**config.mk**
```make
export PLATFORM = sky130hd
export DESIGN_NAME = reg_file_param
export DESIGN_NICKNAME = d
export VERILOG_FILES = /design/src/rtl/reg_file_param.sv
export SDC_FILE = /design/constraint.sdc
export NUM_CORES = 1
export LEC_CHECK = 0
export CORE_ASPECT_RATIO = 0.7
export CORE_MARGIN = 1
export CORE_UTILIZATION = 37
export CTS_CLUSTER_SIZE = 25
export DETAILED_ROUTE_END_ITERATION = 10
export RECOVER_POWER = 50
export SKIP_LAST_GASP = 1
export SLEW_MARGIN = 20
export SYNTH_ARGS = -nofsm -noshare
export SYNTH_HDL_FRONTEND = slang
export SYNTH_SLANG_ARGS = --single-unit
export TNS_END_PERCENT = 50
```
**constraint.sdc**
```tcl
create_clock -name CLK -period 4.7 [get_ports CLK]
set_input_delay 1.175 -clock CLK [delete_from_list [all_inputs] [get_ports CLK]]
set_output_delay 1.175 -clock CLK [all_outputs]
set_load 0.005 [all_outputs]
```
**src/rtl/reg_file_param.sv**
```systemverilog
// Parametrised register file: two read ports (Rs/Rt), one write port, optional hardwired r0,
// and a built-in sequencer that zeroes every entry after reset and on a clear request.
module reg_file_param #(
   parameter int unsigned DATA_W   = 32,
   parameter int unsigned ADDR_W   = 5,
   parameter int unsigned ZERO_REG = 1,
   parameter int unsigned READ_LAT = 0
) (
   input  logic              CLK,
   input  logic              reset,
   input  logic              clr,
   input  logic              regWr,
   input  logic [ADDR_W-1:0] WriteAddr,
   input  logic [DATA_W-1:0] WriteData,
   input  logic [ADDR_W-1:0] RsAddr,
   input  logic [ADDR_W-1:0] RtAddr,
   output logic [DATA_W-1:0] RsData,
   output logic [DATA_W-1:0] RtData,
   output logic              busy,
   output logic              clr_done,
   output logic              wr_err
);

   localparam int unsigned DEPTH = 2 ** ADDR_W;
   localparam logic [ADDR_W-1:0] LAST_ADDR = '1;

   typedef enum logic {IDLE = 1'b0, CLEAR = 1'b1} stateT;

   stateT             state;
   stateT             nextState;
   logic [ADDR_W-1:0] ptr;
   logic [ADDR_W-1:0] nextPtr;
   logic              nextBusy;
   logic              nextDone;
   logic              nextErr;
   logic              wrAccept;
   logic              clrWrite;
   logic              rsMask;
   logic              rtMask;
   logic              rdBlock;
   logic [DATA_W-1:0] rsRaw;
   logic [DATA_W-1:0] rtRaw;
   logic [DATA_W-1:0] rf [DEPTH];

   // State register and registered status outputs
   always_ff @(posedge CLK or posedge reset) begin
      if (reset) begin
         state    <= CLEAR;
         ptr      <= '0;
         busy     <= 1'b1;
         clr_done <= 1'b0;
         wr_err   <= 1'b0;
      end else begin
         state    <= nextState;
         ptr      <= nextPtr;
         busy     <= nextBusy;
         clr_done <= nextDone;
         wr_err   <= nextErr;
      end
   end

   // Next state; a clear request always restarts the pass at entry 0 without clearing on that edge
   always_comb begin
      nextState = state;
      nextPtr   = ptr;
      case (state)
         CLEAR: begin
            if (clr) begin
               nextPtr = '0;
            end else begin
               nextPtr = ptr + ADDR_W'(1);
               if (ptr == LAST_ADDR) nextState = IDLE;
            end
         end
         IDLE: begin
            if (clr) begin
               nextState = CLEAR;
               nextPtr   = '0;
            end
         end
         default: nextState = CLEAR;
      endcase
   end

   // Outputs and array strobes
   always_comb begin
      nextBusy = 1'b0;
      nextDone = 1'b0;
      nextErr  = 1'b0;
      wrAccept = 1'b0;
      clrWrite = 1'b0;
      nextBusy = (nextState == CLEAR);
      nextDone = (state == CLEAR) && (nextState == IDLE);
      nextErr  = regWr && ((state == CLEAR) || clr);
      clrWrite = (state == CLEAR) && !clr;
      wrAccept = (state == IDLE) && !clr && regWr
                 && !((ZERO_REG != 0) && (WriteAddr == '0));
   end

   always_ff @(posedge CLK) begin
      if (clrWrite)      rf[ptr]       <= '0;
      else if (wrAccept) rf[WriteAddr] <= WriteData;
   end

   // Raw read values with same-cycle write bypass
   always_comb begin
      rsRaw = rf[RsAddr];
      rtRaw = rf[RtAddr];
      if (wrAccept && (WriteAddr == RsAddr)) rsRaw = WriteData;
      if (wrAccept && (WriteAddr == RtAddr)) rtRaw = WriteData;
   end

   assign rsMask = (ZERO_REG != 0) && (RsAddr == '0);
   assign rtMask = (ZERO_REG != 0) && (RtAddr == '0);
   // Leaving CLEAR implies a full pass finished, so every entry is already zero
   assign rdBlock = (state == CLEAR) || (nextState == CLEAR);

   if (READ_LAT == 0) begin : gCombRead
      always_comb begin
         RsData = ((state == CLEAR) || rsMask) ? '0 : rsRaw;
         RtData = ((state == CLEAR) || rtMask) ? '0 : rtRaw;
      end
   end else begin : gRegRead
      always_ff @(posedge CLK or posedge reset) begin
         if (reset) begin
            RsData <= '0;
            RtData <= '0;
         end else begin
            RsData <= (rdBlock || rsMask) ? '0 : rsRaw;
            RtData <= (rdBlock || rtMask) ? '0 : rtRaw;
         end
      end
   end

endmodule

```
# ---- After elaboration in Yosys (flattened, before gate mapping)
# Memory sizes are Yosys's and may differ from the RTL's.
# Cells that the tools add are included.
dict set report op_classes {
  addsub 1
  shift 0
  multipliers 0
  n_eq_ne 4
  reduce_logical 17
  mux 19
  n_lt_le_gt_ge 0
  div_mod_pow 0
  bitwise_logic 2
}
# operator count
set ops {}
lappend ops {{32-bit 2-to-1 mux} 5}
lappend ops {{32-bit OR reduction} 1}
lappend ops {{5-bit zero test} 3}
lappend ops {{5-bit 2-to-1 mux} 3}
lappend ops {{5-bit == test} 2}
lappend ops {{5-bit one-hot mux with 2 select lines} 1}
lappend ops {{1-bit 2-to-1 mux} 9}
lappend ops {{1-bit logical AND} 8}
lappend ops {{5-bit by 1-bit adder with 5-bit output, second input constant} 1}
lappend ops {{5-bit == test, second input constant} 1}
lappend ops {{1-bit logical OR} 3}
lappend ops {{1-bit zero test} 2}
lappend ops {{2-bit != test, second input constant} 1}
lappend ops {{1-bit NOT} 2}
lappend ops {{1-bit one-hot mux with 2 select lines} 1}
dict set report word_totals {
  inputBits 51
  output_inout_bits 67
  latchBits 0
  wordCells 48
  rom_bits 0
  ff_bits 8
  ram_bits 1024
  n_memories 1
}
# name words word_bits read_ports rd_ports_with_merged_regs write_ports line
set memory_table {}
lappend memory_table {rf 32 32 2 0 1 43} ;# logic [DATA_W-1:0] rf [DEPTH];

# ---- Logic depth before layout (Yosys ltp)
# Gate-level depths: netlist of run 1.
dict set report depth {
  ltp_word 9
  ltp_mapped 9
  mapped_depth_nobuf 5
}

# ---- Least setup slack after synthesis of run 1
# No wires, ideal clock.
dict set report synth_timing {
  path_kind {input to output}
  from {in clr}
  to {out RsData[14]}
  t_arrival_ns 3.046
  required_time_ns 3.525
  slack_ns 0.479
  stages 8
  n_path_buf 3
  cell_sequence {buf_6 or3b_4 a21oi_1 buf_2 buf_1 nand2_1 inv_1 a211o_1}
}
dict set report synth_via {
  elab_chain_cells 7
}
# element line
set synth_rtl {}
lappend synth_rtl {{start: declaration} 11} ;# input logic clr,
lappend synth_rtl {{1-bit zero test} 96} ;# wrAccept = (state == IDLE) && !clr && regWr
lappend synth_rtl {{1-bit logical AND (2 in a row)} 96}
lappend synth_rtl {{1-bit logical AND} 97} ;# && !((ZERO_REG != 0) && (WriteAddr == '0));
lappend synth_rtl {{1-bit logical AND} 109} ;# if (wrAccept && (WriteAddr == RsAddr)) rsRaw = WriteData;
lappend synth_rtl {{32-bit 2-to-1 mux} 109}
lappend synth_rtl {{32-bit 2-to-1 mux} 120} ;# RsData = ((state == CLEAR) || rsMask) ? '0 : rsRaw;
lappend synth_rtl {{end: declaration} 17} ;# output logic [DATA_W-1:0] RsData,
# Every way passes these cells.

# ---- Final worst setup path of run 1
dict set report layout_timing {
  from {in RtAddr[1]}
  to {out RtData[30]}
}
dict set report layout_via {
  elab_chain_cells 4
  word_cells_on_any_way 7
  cone_classes {1 x eq/ne; 2 x mux; 3 x reduce/logical; 1 x memory}
}
# element line
set layout_rtl {}
lappend layout_rtl {{start: declaration} 16} ;# input logic [ADDR_W-1:0] RtAddr,
lappend layout_rtl {{parallel branches: the longest is 3 deep, another holds memory 32 x 32 bit} n/a}
lappend layout_rtl {{32-bit 2-to-1 mux (*)} 121} ;# RtData = ((state == CLEAR) || rtMask) ? '0 : rtRaw;
lappend layout_rtl {{end: declaration} 18} ;# output logic [DATA_W-1:0] RtData,
# Mark *: on every way between the ends.

==> flow_summary.toml, run 1 <==
[run_status]
outcome = "complete, but fails checks"
violations = "max-capacitance violations, max-slew violations, negative setup slack"

[cts]
cts-buffers-inserted = 102
tritoncts = "done"
h-tree-depth = 3
cts_hold_buf = 0
cts_root_buf = "clkbuf_16"
clk_pin_slew_ns = 0.06
insertion_delay_ns = 0.73
cts.sinks = 1032
clock_path_buffers = 3

[routing]
firstDrtPassIters = 6
finalWirelength_mm = 176
drtAntennaViolNets = 0
routed_via_density = 6.42
avgRoutedWirePerCell_um = 35.4
first_iter_violations = 4522
drc_errors = 0
dr_total_vias = 32000

[floorplanning]
initial_utilization_pct = 37.5
rows = 110
dieHeight_um = 305
die_w_um = 435
core-area_um2 = 129000
die-area_um2 = 133000
io_pins = 118

[worst_setup_path]
setup.worst_path.start_class = "primary input"
setup.worst_path.class = "primary input to output pin"
endpoint_kind = "output pin"
required_ns = 3.52
cp_max_fo = 16
crit_arrival_ns = 3.59

[synthesis]
ys.flop_type = "edfxtp_1"
yosysSeqAreaShare_pct = 63.8
synth-edff-count = 1024
ys_ff_latch = 1032
synth_warnings = 0
syn_nets = 2688
syn-mean-instance-area_um2 = 18.4
netlist_area_um2 = 48500
yosysTopAreaCellShare_pct = 63.4
ys_async_sr_fraction_pct = 0.775
synth_top_area_cell = "edfxtp_1"
syn-instance-count = 2635
yosys-top-cells-area = "edfxtp_1, mux4_2, mux2i_1, a221oi_1, a22oi_1"
ys_types = 54

[layout]
final_cell_area_um2 = 60500
syn_to_final_growth_pct = 24.8
nFillCells = 10700
fin_cells = 4982
drive_gt1_share_pct = 36.5
final_nets = 3217

[global_routing]
antenna_found_initial = 8
track_usage_pct = 25.9
grt_pass1_wl_mm = 243
grt_max_degree = 46
grt_pass1_vias = 32100
grt_overflow = 0

[sta]
maxSlewHeadroom_pct = -2.01
period_minus_slack_ns = 4.76
finalSetupTns_ns = -0.794
worst_slew_pin_slew_ns = 1.53
max_clock_freq_ghz = 0.210
rsz0062_at_grt = "true"
fin_worst_skew_ns = 0.0449
finalSetupViolations = 22
finalCritPeriodShare_pct = 101
slew_violations = 60
fin_ws_ns = -0.0641
hold_viol_final = 0

[worst_hold_path]
hold_class = "flop to flop"

[power]
p_leak_nw = 19.8
max-vdd-ir-drop_mv = 0.328
p_per_area_nw_per_um2 = 329

[placement]
placed_cells = 4760
hpwl_mm = 110
numPortBuffers = 117
place_congestion = 0.873
pre_cts_ws_ns = -0.639
placed_cell_area_um2 = 56200

[run]
drv_cap = 3
==> metal layers <==
layer / global-route usage, % / wire length [µm] / part of all wire, %
met3: 8.19 / 22800 / 13
met5: 0 / 29 / 0.016
met2: 38.8 / 78300 / 44
met4: 9.49 / 6560 / 3.7
met1: 35.4 / 68700 / 39
==> where the power goes <==
group	leakage (nW)	internal, W	total (W)	switching (W)
combinational	9.84	0.000861	0.00186	0.000999
sequential	8.43	0.0100	0.0101	0.0000281
clock	1.56	0.00442	0.00803	0.00361
==> area by class of cell <==
class | instances | area, µm² | share of cell area, %
repair buffers | 649 | 6750 | 11.1
clock buffers | 129 | 2680 | 4.42
flip-flops and latches | 1032 | 31000 | 51.1
inverters | 41 | 154 | 0.254
clock inverters | 56 | 534 | 0.883
well taps | 1736 | 2170 | 3.59
multi-input cells | 1338 | 17300 | 28.6
diodes | 1 | 2.50 | 0.00413
==> worst max-delay path: stages <==
cell,delay [ns]
clkbuf_8,0.19
buf_12,0.21
buf_4,0.24
mux4_2,0.32
mux2_2,0.28
a221oi_1,0.39
buf_4,0.19
o22ai_1,0.07
clkdlybuf4s50_1,0.48
==> worst paths after layout <==
| kind | to | start | cells after the start | slack (ns) |
|---|---|---|---|---|
| min in group asynchronous | ptr[0]$_DFFE_PP0P_ | reset | 2 | 0.94 |
| worst min register to register | ptr[1]$_DFFE_PP0P_ | ptr[1]$_DFFE_PP0P_ | 2 | 0.66 |
| worst max-delay path | RtData[30] | RtAddr[1] | 9 | -0.06 |
| worst max register to register | rf[31][30]$_DFFE_PP_ | state$_DFF_PP1_ | 7 | 1.21 |
| worst min-delay path | ptr[1]$_DFFE_PP0P_ | ptr[1]$_DFFE_PP0P_ | 2 | 0.66 |
| max in group asynchronous | state$_DFF_PP1_ | reset | 2 | 3.47 |
==> registers in the layout (all words and copies together) (netlist names) <==
register / flops
clr_done: 1
ptr: 5
rf: 1024
state: 1
wr_err: 1
==> logic make-up (layout without fill, tap and decap cells) <==
logic type               after synthesis  after routing  synth area share [%]
XOR/XNOR                              13             13                 0.235
buffers and inverters                265            875                  2.51
adder cells (fa/ha/maj)                2              2                0.0516
AND/OR/NAND/NOR                      149            149                  1.32
other                                  0              1                     0
flip-flops                          1032           1032                  63.8
AO/OA/AOI/OAI                        466            466                  7.43
multiplexers                         708            708                  24.7
==> placed cells by master (no fill, tap or decap), types with 11 or more instances in the layout <==
cell type and instances:
clkinv_2 14, clkinv_1 26, buf_4 355, mux4_2 374, o221ai_1 31, a22oi_1 91, buf_12 107, inv_1 40
o21bai_1 32, dlygate4sd2_1 22, o22ai_1 26, a21oi_1 67, nor2_1 43, o32ai_1 21, edfxtp_1 1024, nand2_1 38
dlymetal6s2s_1 11, a221oi_1 81, a221oi_2 13, clkdlybuf4s50_1 73, mux2_2 32, clkbuf_16 107, a2111oi_2 18, mux2i_1 292
buf_6 22, clkbuf_1 61, a211o_1 31, nor2_4 37
==> timing repair <==
item | 4_1_cts | 5_1_grt
buffers inserted | 11 | 18
gates resized for setup | 123 | 72
pin swaps | 11 | 7
cloned | 4 | 4
setup endpoints to repair | 64 | 56
==> synthesized netlist by cell type (2+ instances only) <==
library cell and instances:
buf_6 9, dlygate4sd1_1 3, a21oi_1 68, nor4_1 3, buf_4 17, a22oi_1 96
inv_1 41, o221ai_1 32, mux2i_1 292, and2_1 2, o32ai_1 31, clkbuf_1 118
o21bai_1 32, dfrtp_1 7, nand2_1 39, ha_1 2, a2111oi_0 31, a31oi_1 4
nor4b_1 2, mux4_2 374, xnor2_1 9, xor2_1 4, o22ai_1 33, buf_1 19
a221oi_1 96, mux2_2 32, mux4_4 10, edfxtp_1 1024, nor3_1 7, nor2b_1 3
o32a_1 2, a211o_1 32, nor2_1 80, nand3_1 5, buf_2 57
==> stage by stage <==
stage	utilization [%]	power, W	hold WS (ns)
global route	46.8	0.0204	0.702
global placement	43.5	0.0120	0.620
detailed placement	43.5	0.0120	0.640
finish	46.8	0.0199	0.664
CTS	46.5	0.0199	0.661
floorplan	-	0.0111	0.574
Note: power is estimated with default switching activity, not from simulation.
==> run 2: changes to the inputs <==
==> constraint.sdc (replaced) <==
create_clock -name CLK -period 5.3 [get_ports CLK]
set_input_delay 1.325 -clock CLK [delete_from_list [all_inputs] [get_ports CLK]]
set_output_delay 1.325 -clock CLK [all_outputs]
set_load 0.005 [all_outputs]
==> flow_summary.toml, run 2 (same netlist as run 1, synthesis figures left out) <==
[sta]
fin_worst_skew_ns = 0.0224
finalSetupViolations = 1
maxSlewHeadroom_pct = 14.6
max_clock_freq_ghz = 0.189
hold_viol_final = 0
slew_violations = 0
finalCritPeriodShare_pct = 100
rsz0062_at_grt = "true"
finalSetupTns_ns = -0.0000790
worst_slew_pin_slew_ns = 1.28
period_minus_slack_ns = 5.30
fin_ws_ns = -0.0000790

[power]
sw_frac_of_total_pct = 23.4
p_per_area_nw_per_um2 = 304
p_switching_w = 0.00417
internal-power_w = 0.0137
power_frac_seq_pct = 50.0
clkPwrFrac_pct = 41.7
p_leak_nw = 18.7
max-vdd-ir-drop_mv = 0.260
combinationalPowerShare_pct = 8.3

[worst_setup_path]
cp_cell_sequence = "clkdlybuf4s50_1 > or3b_4 > a21o_4 > o311ai_4 > buf_12 > buf_12 > buf_16 > a21oi_1 > a211o_1 > clkdlybuf4s50_1"
cp_max_fo = 6
required_ns = 3.97
cp_top_family = "buffers and inverters"
cpMaxStageDelayCell = "clkdlybuf4s50_1"
rr_worst_depth = 9
rrSetupSlack_ns = 2.15
r2r_end = "rf[0][16]$_DFFE_PP_"
rr_startpoint = "state$_DFF_PP1_"
crit_arrival_ns = 3.98
endpoint_kind = "output pin"
crit_buf_inv = 5
crit_path_max_incr_delay_ns = 0.45
startpoint = "clr"
setup.worst_path.start_class = "primary input"
setup.worst_path.class = "primary input to output pin"

[worst_hold_path]
whs_path_depth = 2
min_from = "ptr[0]$_DFFE_PP0P_"
hold_class = "flop to flop"
hold_end = "ptr[0]$_DFFE_PP0P_"

[placement]
numPortBuffers = 117
place_congestion = 0.859
placed_cells = 4629
hpwl_mm = 103

[global_routing]
grt_pass1_wl_mm = 241
antenna_found_initial = 4
grt_max_degree = 50
use_met2_pct = 39.0
grt_pass1_vias = 30900
track_usage_pct = 25.8
grt_overflow = 0
met1_usage_pct = 36.4
grt-busiest-layer = "met2"
gr-usage-met3_pct = 6.21

[layout]
biggestRegsByFlops = "rf x1024, ptr x5"
largest_reg_flops = 1024
nFillCells = 10900
syn_to_final_growth_pct = 20.8
final_nets = 3058
top_register = "rf"
fin_cells = 4829
layout_common_cells = "edfxtp_1, mux4_2, mux2i_1"
drive_gt1_share_pct = 33.1
final_common_cell = "edfxtp_1"

[floorplanning]
io_pins = 118
die_w_um = 435
core-area_um2 = 129000
rows = 110
die-area_um2 = 133000
initial_utilization_pct = 37.5
dieHeight_um = 305

[run_status]
outcome = "complete, but fails checks"
violations = "negative setup slack"

[routing]
drtAntennaViolNets = 0
dr_total_vias = 31300
finalWirelength_mm = 174
drc_errors = 0
firstDrtPassIters = 6
avgRoutedWirePerCell_um = 36.0
first_iter_violations = 4294
routed_via_density = 6.48

[cts]
clk_pin_slew_ns = 0.06
tritoncts = "done"
cts_hold_buf = 0
cts.sinks = 1032
clock_path_buffers = 3
insertion_delay_ns = 0.72
cts-buffers-inserted = 104
h-tree-depth = 3
cts_root_buf = "clkbuf_16"

[run]
drv_cap = 0
-- run 2: cell types whose count changed in the layout (fill, tap and decap cells not counted), sizes merged --
cell	before	now
buf	497	378
clkbuf	171	125
clkdlybuf4s50	73	102
dlygate4sd2	22	2
clkinvlp	1	16
dlymetal6s2s	11	3
clkinv	47	41
inv	42	46
bufbuf	2	0
bufinv	7	8
clkdlybuf4s15	1	0
-- run 2: how the worst max path moves through the flow --
stage	slack, ns	depth (start not counted)	endpoint
2_1_floorplan	0.78	8	RsData[14]
3_3_place_gp	-0.31	7	RtData[0]
3_5_place_dp	-0.31	7	RtData[0]
4_1_cts	-0.12	7	RtData[0]
5_1_grt	-0.05	9	RsData[2]
6_report	-0.00008	10	RsData[20]
-- run 2: power groups by stage --
stage | combinational [W] | sequential [W] | clock, W
2_1_floorplan | 0.000778 | 0.00908 | 0
3_3_place_gp | 0.00144 | 0.00908 | 0
3_5_place_dp | 0.00144 | 0.00909 | 0
4_1_cts | 0.00146 | 0.00892 | 0.00751
5_1_grt | 0.00152 | 0.00892 | 0.00782
6_report | 0.00147 | 0.00892 | 0.00743
-- run 2: cell type report --
class                           count  area [µm²]  share of cell area (%)
Clock buffer                      123        2740                    4.67
Sequential cell                  1032       31000                    52.8
Inverter                           41         154                   0.263
Tap cell                         1736        2170                    3.71
Multi-Input combinational cell   1338       16800                    28.6
Antenna cell                        1        2.50                 0.00427
Clock inverter                     70         668                    1.14
Timing Repair Buffer              488        5120                    8.74
-- run 2: worst min-delay path: stages, from the launching register on --
cell	delay [ns]
dfrtp_1	0.44
xnor2_1	0.10
nor2_1	0.08
-- run 2: routing by layer --
metal	up-vias	routed length, µm	part of all wire [%]
met5	-	0	0
met4	0	6430	3.7
met3	358	18600	11
met2	2120	78500	45
met1	16600	70200	40
li1	12200	-	-
-- run 2: repair_timing --
action,4_1_cts,5_1_grt
gates cloned,2,0
setup buffers,4,0
setup endpoints to repair,40,35
resized for setup,18,17
hold endpoints to repair,0,0
pin swaps,2,0
-- run 2: stage by stage --
stage | util, % | instance area, µm² | setup slack, ns | total power, W | hold slack (ns)
2_1_floorplan | - | 48500 | 0.779 | 0.00986 | 0.574
3_3_place_gp | 42.5 | 55000 | -0.314 | 0.0105 | 0.614
4_1_cts | 45.3 | 58500 | -0.119 | 0.0179 | 0.653
5_1_grt | 45.3 | 58600 | -0.0457 | 0.0182 | 0.697
3_5_place_dp | 42.5 | 55000 | -0.314 | 0.0105 | 0.640
6_report | 45.3 | 58600 | -0.0000790 | 0.0178 | 0.649
